==> src/rtl/mul_arb_pkg.sv <==
// mul_arb_pkg: shared types and widths for the shared-multiplier arbiter.
package mul_arb_pkg;

  localparam int unsigned N_REQ_DEF = 4;
  localparam int unsigned OP_W      = 8;
  localparam int unsigned RES_W     = 16;

  typedef enum logic [2:0] {
    ST_IDLE      = 3'd0,
    ST_ISSUE     = 3'd1,
    ST_WAIT_RISE = 3'd2,
    ST_RUN       = 3'd3,
    ST_DONE      = 3'd4
  } state_t;

  typedef struct packed {
    logic [OP_W-1:0] a;
    logic [OP_W-1:0] b;
  } operands_t;

endpackage

==> src/rtl/mul_arb_if.sv <==
// mul_arb_if: requester-side and multiplier-side signals of the arbiter.
// slave is the arbiter's view, master the view of the surrounding logic.
interface mul_arb_if
  import mul_arb_pkg::*;
#(
  parameter int unsigned N_REQ = N_REQ_DEF
) ();

  logic [N_REQ-1:0]      req_i;
  logic [N_REQ*OP_W-1:0] a_bi;
  logic [N_REQ*OP_W-1:0] b_bi;
  logic [N_REQ-1:0]      gnt_o;
  logic [N_REQ-1:0]      done_o;
  logic [RES_W-1:0]      y_bo;
  logic                  busy_o;
  logic                  mul_start_o;
  logic [OP_W-1:0]       mul_a_bo;
  logic [OP_W-1:0]       mul_b_bo;
  logic                  mul_busy_i;
  logic [RES_W-1:0]      mul_y_bi;

  modport slave (
    input  req_i, a_bi, b_bi, mul_busy_i, mul_y_bi,
    output gnt_o, done_o, y_bo, busy_o, mul_start_o, mul_a_bo, mul_b_bo
  );

  modport master (
    output req_i, a_bi, b_bi, mul_busy_i, mul_y_bi,
    input  gnt_o, done_o, y_bo, busy_o, mul_start_o, mul_a_bo, mul_b_bo
  );

endinterface

==> src/rtl/mul_arb_pick.sv <==
// mul_arb_pick: combinational winner selection.
// With MUL_ARB_RR_EN defined the scan starts at ptr and wraps; otherwise the
// lowest requesting index wins and no ptr port exists.
module mul_arb_pick
  import mul_arb_pkg::*;
#(
  parameter int unsigned N_REQ = N_REQ_DEF,
  parameter int unsigned ID_W  = $clog2(N_REQ)
) (
  input  logic [N_REQ-1:0] req,
`ifdef MUL_ARB_RR_EN
  input  logic [ID_W-1:0]  ptr,
`endif
  output logic [N_REQ-1:0] win_onehot_c,
  output logic [ID_W-1:0]  win_idx_c,
  output logic             any_c
);

`ifdef MUL_ARB_RR_EN
  // Index base+off reduced modulo N_REQ (off < N_REQ, base < N_REQ).
  function automatic logic [ID_W-1:0] wrap_idx(input logic [ID_W-1:0] base,
                                               input int unsigned off);
    int unsigned s;
    s = 32'(base) + off;
    if (s >= N_REQ) s = s - N_REQ;
    return ID_W'(s);
  endfunction
`endif

  // First requester found in scan order.
  always_comb begin
    win_onehot_c = '0;
    win_idx_c    = '0;
    any_c        = 1'b0;
    for (int unsigned i = 0; i < N_REQ; i++) begin
`ifdef MUL_ARB_RR_EN
      if (!any_c && req[wrap_idx(ptr, i)]) begin
        any_c     = 1'b1;
        win_idx_c = wrap_idx(ptr, i);
      end
`else
      if (!any_c && req[ID_W'(i)]) begin
        any_c     = 1'b1;
        win_idx_c = ID_W'(i);
      end
`endif
    end
    if (any_c) win_onehot_c = N_REQ'(1) << win_idx_c;
  end

endmodule

==> src/rtl/mul_arb.sv <==
// mul_arb: lets N_REQ requesters share one sequential 8x8 multiplier.
// Define MUL_ARB_RR_EN for round-robin selection; default is fixed priority.
module mul_arb
  import mul_arb_pkg::*;
#(
  parameter int unsigned N_REQ = N_REQ_DEF,
  parameter int unsigned ID_W  = $clog2(N_REQ)
) (
  input logic      clk_i,
  input logic      rst_i,
  mul_arb_if.slave bus
);

  state_t           state, state_d;
  logic [N_REQ-1:0] owner, owner_d;
  operands_t        ops, ops_d;
  logic [RES_W-1:0] y, y_d;
  logic [N_REQ-1:0] gnt, gnt_d;
  logic [N_REQ-1:0] done, done_d;
  logic             start, start_d;
  logic             busy, busy_d;

  logic [N_REQ-1:0] win_onehot_c;
  logic [ID_W-1:0]  win_idx_c;
  logic             any_c;

  logic [OP_W-1:0]  a_arr [N_REQ];
  logic [OP_W-1:0]  b_arr [N_REQ];

`ifdef MUL_ARB_RR_EN
  logic [ID_W-1:0]  ptr, ptr_d;
`endif

  // Unpack per-requester operand slices.
  for (genvar k = 0; k < int'(N_REQ); k++) begin : g_slice
    assign a_arr[k] = bus.a_bi[k*OP_W +: OP_W];
    assign b_arr[k] = bus.b_bi[k*OP_W +: OP_W];
  end

  mul_arb_pick #(
    .N_REQ(N_REQ),
    .ID_W (ID_W)
  ) u_pick (
    .req         (bus.req_i),
`ifdef MUL_ARB_RR_EN
    .ptr         (ptr),
`endif
    .win_onehot_c(win_onehot_c),
    .win_idx_c   (win_idx_c),
    .any_c       (any_c)
  );

  // Next state, latched job data and next-cycle output values.
  always_comb begin
    state_d = state;
    owner_d = owner;
    ops_d   = ops;
    y_d     = y;
`ifdef MUL_ARB_RR_EN
    ptr_d   = ptr;
`endif
    case (state)
      ST_IDLE: begin
        if (any_c && !bus.mul_busy_i) begin
          owner_d = win_onehot_c;
          ops_d.a = a_arr[win_idx_c];
          ops_d.b = b_arr[win_idx_c];
`ifdef MUL_ARB_RR_EN
          ptr_d   = (win_idx_c == ID_W'(N_REQ - 1)) ? '0 : win_idx_c + ID_W'(1);
`endif
          state_d = ST_ISSUE;
        end
      end
      ST_ISSUE:     state_d = ST_WAIT_RISE;
      ST_WAIT_RISE: if (bus.mul_busy_i) state_d = ST_RUN;
      ST_RUN: begin
        if (!bus.mul_busy_i) begin
          y_d     = bus.mul_y_bi;
          state_d = ST_DONE;
        end
      end
      ST_DONE:      state_d = ST_IDLE;
      default:      state_d = ST_IDLE;
    endcase

    gnt_d   = (state_d == ST_ISSUE) ? owner_d : '0;
    start_d = (state_d == ST_ISSUE);
    done_d  = (state_d == ST_DONE) ? owner_d : '0;
    busy_d  = (state_d != ST_IDLE);
  end

  // State and output registers; reset aborts any job in flight.
  always_ff @(posedge clk_i) begin
    if (rst_i) begin
      state <= ST_IDLE;
      owner <= '0;
      ops   <= '0;
      y     <= '0;
      gnt   <= '0;
      done  <= '0;
      start <= 1'b0;
      busy  <= 1'b0;
`ifdef MUL_ARB_RR_EN
      ptr   <= '0;
`endif
    end else begin
      state <= state_d;
      owner <= owner_d;
      ops   <= ops_d;
      y     <= y_d;
      gnt   <= gnt_d;
      done  <= done_d;
      start <= start_d;
      busy  <= busy_d;
`ifdef MUL_ARB_RR_EN
      ptr   <= ptr_d;
`endif
    end
  end

  assign bus.gnt_o       = gnt;
  assign bus.done_o      = done;
  assign bus.y_bo        = y;
  assign bus.busy_o      = busy;
  assign bus.mul_start_o = start;
  assign bus.mul_a_bo    = ops.a;
  assign bus.mul_b_bo    = ops.b;

endmodule

==> src/flat_wrapper.sv <==
// flat-port wrapper written by rule: the top's interface ports become plain ports
module mul_arb_flat import mul_arb_pkg::*;
#(
  parameter int unsigned N_REQ = N_REQ_DEF,
  parameter int unsigned ID_W  = $clog2(N_REQ)
)
  (clk_i, rst_i, bus_req_i, bus_a_bi, bus_b_bi, bus_mul_busy_i, bus_mul_y_bi, bus_gnt_o, bus_done_o, bus_y_bo, bus_busy_o, bus_mul_start_o, bus_mul_a_bo, bus_mul_b_bo);
  mul_arb_if #(.N_REQ(N_REQ)) bus_i ();
  input logic clk_i;
  input logic rst_i;
  input wire logic [$bits(bus_i.req_i)-1:0] bus_req_i;
  input wire logic [$bits(bus_i.a_bi)-1:0] bus_a_bi;
  input wire logic [$bits(bus_i.b_bi)-1:0] bus_b_bi;
  input wire logic [$bits(bus_i.mul_busy_i)-1:0] bus_mul_busy_i;
  input wire logic [$bits(bus_i.mul_y_bi)-1:0] bus_mul_y_bi;
  output wire logic [$bits(bus_i.gnt_o)-1:0] bus_gnt_o;
  output wire logic [$bits(bus_i.done_o)-1:0] bus_done_o;
  output wire logic [$bits(bus_i.y_bo)-1:0] bus_y_bo;
  output wire logic [$bits(bus_i.busy_o)-1:0] bus_busy_o;
  output wire logic [$bits(bus_i.mul_start_o)-1:0] bus_mul_start_o;
  output wire logic [$bits(bus_i.mul_a_bo)-1:0] bus_mul_a_bo;
  output wire logic [$bits(bus_i.mul_b_bo)-1:0] bus_mul_b_bo;
  assign bus_i.req_i = bus_req_i;
  assign bus_i.a_bi = bus_a_bi;
  assign bus_i.b_bi = bus_b_bi;
  assign bus_i.mul_busy_i = bus_mul_busy_i;
  assign bus_i.mul_y_bi = bus_mul_y_bi;
  assign bus_gnt_o = bus_i.gnt_o;
  assign bus_done_o = bus_i.done_o;
  assign bus_y_bo = bus_i.y_bo;
  assign bus_busy_o = bus_i.busy_o;
  assign bus_mul_start_o = bus_i.mul_start_o;
  assign bus_mul_a_bo = bus_i.mul_a_bo;
  assign bus_mul_b_bo = bus_i.mul_b_bo;
  mul_arb #(.N_REQ(N_REQ), .ID_W(ID_W)) u_core (.clk_i(clk_i), .rst_i(rst_i), .bus(bus_i));
endmodule
==> config.mk <==
export PLATFORM = sky130hd
export DESIGN_NAME = mul_arb_flat
export DESIGN_NICKNAME = d
export VERILOG_FILES = /design/src/rtl/mul_arb_pkg.sv /design/src/rtl/mul_arb_if.sv /design/src/rtl/mul_arb_pick.sv /design/src/rtl/mul_arb.sv /design/src/flat_wrapper.sv
export SDC_FILE = /design/constraint.sdc
export NUM_CORES = 1
export LEC_CHECK = 0
export CORE_ASPECT_RATIO = 0.75
export CORE_UTILIZATION = 30
export DETAILED_ROUTE_END_ITERATION = 6
export PLACE_DENSITY = 0.68
export RECOVER_POWER = 100
export SLEW_MARGIN = 20
export SYNTH_ARGS = -nofsm -noshare
export SYNTH_HDL_FRONTEND = slang
export SYNTH_SLANG_ARGS = --single-unit
export TNS_END_PERCENT = 30
==> constraint.sdc <==
create_clock -name clk_i -period 1.6 [get_ports clk_i]
set_input_delay 0.24 -clock clk_i [delete_from_list [all_inputs] [get_ports clk_i]]
set_output_delay 0.24 -clock clk_i [all_outputs]
set_load 0.1 [all_outputs]
==> qor.yml, run 1 <==
routed_via_density: 5.13
cp_max_fo: 24
max_slew_margin_pct: 62.4
grt_usage_pct: 20.9
final_core_utilization_pct: 54.8
hold_buffers: 0
ys_ff_latch: 49
grt_start_max_net_pins: 29
hold_viol_final: 0
crit_type: "input pin to register"
clkLatencyLatePin_ps: 300
synthCells: 242
place_area_um2: 4000
die_h_um: 74.1
rr_worst_depth: 5
hold_depth: 2
drt_wl_total_um: 7560
tightest_slew_ps: 567
ir_worst_vdd_uv: 547
rows: 25
finalCritPeriodShare_pct: 97.5
drc: 13
powerDensity_nw_per_um2: 932
seqCellArea_um2: 982
crit_family: "buffers and inverters"
crit_chain: "clkdlybuf4s50_1 > buf_4 > buf_12 > a22o_1 > a222oi_1 > a211oi_2"
place.gp.congestion: 0.749
vias: 2376
period_needed_ps: 1560
rsz0062_at_grt: "true"
syn_area_per_cell_um2: 8.58
ys_warn_count: 0
cp.depth: 6
io_buffers: 128
final_cell_area_um2: 3560
cts_tree: "yes"
critPathMaxStageDelay_ps: 430
syn_area_um2: 2080
grt_pass1_wl_um: 11900
hold_class: "input pin to register"
clockBufferDepth: 2
fillers: 603
synth_seq_area_share_pct: 47.2
syn_nets: 329
fmax_ghz: 0.641
maxCapViolations: 0
leakage_nw: 1.43
status: "finished, violations left"
path_buf_inv: 3
synth.distinct_cells: 28
drv_slew: 0
overflow: 0
die_x_um: 98.1
start_util_pct: 31.9
insertedDiodeCount: 0
path_clk_slew_ps: 90
wl_per_cell_um: 16.3
worstPathArrival_ps: 1730
critical_path_required_ps: 1770
drive_above_1_share_pct: 23.0
nNetsFinal: 468
grt_antenna_before_repair: 0
grt_pass1_vias: 2350
cts_sinks: 49
htree_levels: 2
drt_pass1_iterations: 7
cts_buffers: 5
io_pins: 129
ant_nets: 0
area_delta_synth_final_pct: 71.6
skew_ps: 12.7
multi_input_area_um2: 1030
core-area_um2: 6510
setup_viol: 0
critPathLaunchType: "input pin"
p_total_w: 0.00332
drt_iter0_markers: 180
hpwlAfterDp_um: 5560
clockRootBuffer: "clkbuf_8"
slowest_stage: "clkdlybuf4s50_1"
violations: "DRC"
end_kind: "register"
dieArea_um2: 7260
report_power, final:
part	internal, W	total, W	switching (W)
clock network	0.000468	0.000895	0.000427
registers	0.00129	0.00133	0.0000414
logic	0.000410	0.00110	0.000689
total	0.00217	0.00332	0.00116
final timing paths:
check | from | to | slack (ps)
worst min register to register | u_core.bus.y_bo[13] | u_core.bus.y_bo[13] | 460
worst min-delay path | rst_i | u_core.owner[1] | 390
worst max-delay path | bus_req_i[2] | u_core.bus.mul_a_bo[4] | 40
worst max register to register | u_core.state[1] | u_core.bus.done_o[1] | 40
registers in the layout (all words and copies together) (netlist names):
| name | cells |
|---|---|
| u_core.bus.busy_o | 1 |
| u_core.bus.mul_a_bo | 8 |
| u_core.bus.done_o | 4 |
| u_core.bus.mul_b_bo | 8 |
| u_core.state | 3 |
| u_core.bus.mul_start_o | 1 |
| u_core.owner | 4 |
| u_core.bus.y_bo | 16 |
| u_core.bus.gnt_o | 4 |
worst register-to-register path, delay by kind of cell (launching register included):
kind | cells | cell delay (ps)
simple gates | 3 | 700
flops | 1 | 360
mux | 1 | 220
buf+inv | 1 | 150
stage by stage:
step / worst slack (ps) / cells / hold WS [ps] / setup TNS [ps]
after floorplan: 119 / 242 / 362 / 0
after global placement: -342 / 453 / 457 / -9110
after detailed placement: -441 / 453 / 465 / -10070
after CTS: 15.8 / 462 / 379 / 0
after global routing: -32.4 / 463 / 413 / -42.8
final: 39.6 / 463 / 394 / 0
cell usage after synthesis:
cell type	instances	share of area (%)
and2_1	3	0.90
a21oi_1	19	4.6
buf_2	3	0.72
nor2_1	24	4.3
a32oi_1	1	0.42
a211oi_1	15	5.4
nor4_2	1	0.60
buf_4	2	0.72
nor2b_1	5	1.5
a222oi_1	16	7.7
nor3_1	7	1.7
inv_1	1	0.18
o31ai_1	1	0.36
o21ai_0	9	2.2
or3_1	2	0.60
a211oi_2	1	0.60
nand2_1	49	8.9
dfxtp_1	49	47
mux2i_1	2	0.96
or2_1	1	0.30
a22o_1	8	3.4
buf_6	3	1.6
and3_1	1	0.30
nor3b_1	1	0.36
nand2b_1	1	0.30
clkbuf_1	14	2.5
nor4_4	1	1.0
nor4_1	2	0.60
cell usage in the layout (no fill, tap or decap), types with 4 or more instances in the layout:
cell type,netlist,final
clkdlybuf4s50_1,0,84
nand2_1,49,49
dfxtp_1,49,48
clkbuf_2,0,42
nor2_1,24,24
buf_4,2,20
a21oi_1,19,19
a222oi_1,16,16
a211oi_1,15,12
o21ai_0,9,9
a22o_1,8,8
nor3_1,7,6
clkbuf_8,0,5
a211oi_2,1,4
buf_12,0,4
area by class of cell:
cell class / instances / share of cell area (%)
Timing Repair Buffer: 154 / 37.5
Multi-Input combinational cell: 170 / 28.8
Sequential cell: 49 / 27.6
Tap cell: 81 / 2.84
Clock buffer: 5 / 1.93
Clock inverter: 3 / 1.30
Inverter: 1 / 0.105
cell families after synthesis:
kind of cell | Yosys count | synth area share, %
AO/OA/AOI/OAI | 70 | 24.6
AND/OR/NAND/NOR | 98 | 21.4
multiplexers | 2 | 0.964
flip-flops | 49 | 47.2
buffers and inverters | 23 | 5.78
what timing repair did:
item / 4_1_cts / 5_1_grt
endpoints found under the setup margin: 17 / 14
setup buffers: 1 / 0
pin swaps: 0 / 3
cloned: 0 / 1
gates resized for setup: 3 / 8
metal layers:
metal | vias to the layer above | share of wire, % | track usage, %
met5 | - | 0 | 0
met4 | 0 | 0.57 | 4.04
met3 | 6 | 12 | 8.36
met2 | 133 | 44 | 35.3
met1 | 1083 | 43 | 25.6
li1 | 1154 | - | -
Power figures use the tool's default switching activity.
==> inputs of run 2 (changes only) <==
--- a/config.mk
+++ b/config.mk
@@ -5,12 +5,13 @@
 export SDC_FILE = /design/constraint.sdc
 export NUM_CORES = 1
 export LEC_CHECK = 0
+export ABC_AREA = 0
 export CORE_ASPECT_RATIO = 0.75
 export CORE_UTILIZATION = 30
+export CTS_CLUSTER_SIZE = 28
 export DETAILED_ROUTE_END_ITERATION = 6
 export PLACE_DENSITY = 0.68
 export RECOVER_POWER = 100
-export SLEW_MARGIN = 20
 export SYNTH_ARGS = -nofsm -noshare
 export SYNTH_HDL_FRONTEND = slang
 export SYNTH_SLANG_ARGS = --single-unit
==> results of run 2 <==
Final layout, timing and power as in run 1 (identical DEF).
==> inputs of run 3 (changes only) <==
--- a/config.mk
+++ b/config.mk
@@ -15,4 +15,4 @@
 export SYNTH_ARGS = -nofsm -noshare
 export SYNTH_HDL_FRONTEND = slang
 export SYNTH_SLANG_ARGS = --single-unit
-export TNS_END_PERCENT = 30
+export TNS_END_PERCENT = 20
==> run 3 against run 2 <==
The flow still finishes with violations (DRC). Maximum frequency about the same. Flip-flop and latch count stayed put. Die area is the same. Worst hold slack about the same. Clock power about the same. Utilization did not move. Design area did not move. Register-to-register slack about the same. Combinational power barely moved. Highest routed layer unchanged.
==> qor.yml, run 3 (synthesis results as in run 1) <==
powerDensity_nw_per_um2: 932
cts_tree: "yes"
fillers: 603
grt_start_max_net_pins: 29
cts_sinks: 49
worstPathArrival_ps: 1730
setup_viol: 0
largest_reg_flops: 16
place_area_um2: 4000
fin_setup_tns_ps: 0
violations: "DRC"
routed_via_density: 5.13
cts_buffers: 5
max_slew_margin_pct: 62.4
tightest_slew_ps: 567
final_cell_mix: "clkdlybuf4s50_1, nand2_1, dfxtp_1, clkbuf_2, nor2_1"
place_ws_ps: -441
end_kind: "register"
grt_pass1_vias: 2350
die_x_um: 98.1
hold_class: "input pin to register"
maxCapViolations: 0
nNetsFinal: 468
drv_slew: 0
hold_viol_final: 0
die_h_um: 74.1
leakage_nw: 1.43
vias: 2374
finalCritPeriodShare_pct: 97.5
place.gp.congestion: 0.749
grt_antenna_before_repair: 0
ir_worst_vdd_uv: 547
clockRootBuffer: "clkbuf_8"
grt_pass1_wl_um: 11900
critical_path_required_ps: 1770
final_cell_area_um2: 3560
clkLatencyLatePin_ps: 300
rr_worst_depth: 5
start_util_pct: 31.9
period_needed_ps: 1560
rsz0062_at_grt: "true"
io_buffers: 128
hold_buffers: 0
drt_wl_total_um: 7550
final_cells: 463
grt_usage_pct: 20.9
hold_slack_ps: 394
cp_max_fo: 17
drive_above_1_share_pct: 23.0
overflow: 0
fmax_ghz: 0.641
rows: 25
place_inst: 453
critPathLaunchType: "input pin"
ant_nets: 0
wl_per_cell_um: 16.3
insertedDiodeCount: 0
drc: 13
drt_pass1_iterations: 7
area_delta_synth_final_pct: 71.6
hpwlAfterDp_um: 5560
hold_depth: 2
status: "finished, violations left"
crit_type: "input pin to register"
path_clk_slew_ps: 90
drt_iter0_markers: 172
clockBufferDepth: 2
htree_levels: 2
dieArea_um2: 7260
layout_commonest_cell: "clkdlybuf4s50_1"
finalWorstSetupSlack_ps: 40.1
io_pins: 129
core-area_um2: 6510
skew_ps: 12.7
run 3: metrics by stage:
| step | util [%] | total power, W |
|---|---|---|
| 2_1_floorplan | - | 0.00202 |
| 3_3_place_gp | 61.4 | 0.00260 |
| 3_5_place_dp | 61.4 | 0.00261 |
| 4_1_cts | 63.6 | 0.00352 |
| 5_1_grt | 54.8 | 0.00346 |
| 6_report | 54.8 | 0.00332 |
run 3: layout make-up:
class | instances | area, um^2 | area share (%)
clock inverters | 3 | 46.3 | 1.30
flip-flops and latches | 49 | 982 | 27.6
repair buffers | 154 | 1340 | 37.5
well taps | 81 | 101 | 2.84
clock buffers | 5 | 68.8 | 1.93
inverters | 1 | 3.75 | 0.105
multi-input cells | 170 | 1030 | 28.8
run 3: power breakdown:
group          switching, W  internal (W)
clock              0.000427      0.000468
sequential        0.0000414       0.00129
combinational      0.000688      0.000410
total               0.00116       0.00217
run 3: final timing paths:
check / to / slack, ps / from
worst min register to register: u_core.bus.y_bo[13] / 460 / u_core.bus.y_bo[13]
worst max-delay path: u_core.bus.mul_a_bo[4] / 40 / bus_req_i[2]
worst max register to register: u_core.bus.done_o[1] / 40 / u_core.state[1]
worst min-delay path: u_core.owner[1] / 390 / rst_i
run 3: layer usage:
| layer | track usage [%] | wire [um] | vias to the layer above |
|---|---|---|---|
| met4 | 4.04 | 43 | 0 |
| li1 | - | - | 1154 |
| met5 | 0 | 0 | - |
| met1 | 25.6 | 3240 | 1078 |
| met3 | 8.36 | 921 | 6 |
| met2 | 35.3 | 3350 | 136 |
run 3: repair_timing:
action | in CTS | in global routing
pin swaps | 0 | 3
setup endpoints to repair | 17 | 14
resized for setup | 3 | 8
buffers inserted | 1 | 0
cloned | 0 | 1
run 3: critical path: stages:
cell and delay [ps]:
clkdlybuf4s50_1 490, nor3_1 60, or2_1 240, buf_12 160, a222oi_1 400, a211oi_2 130
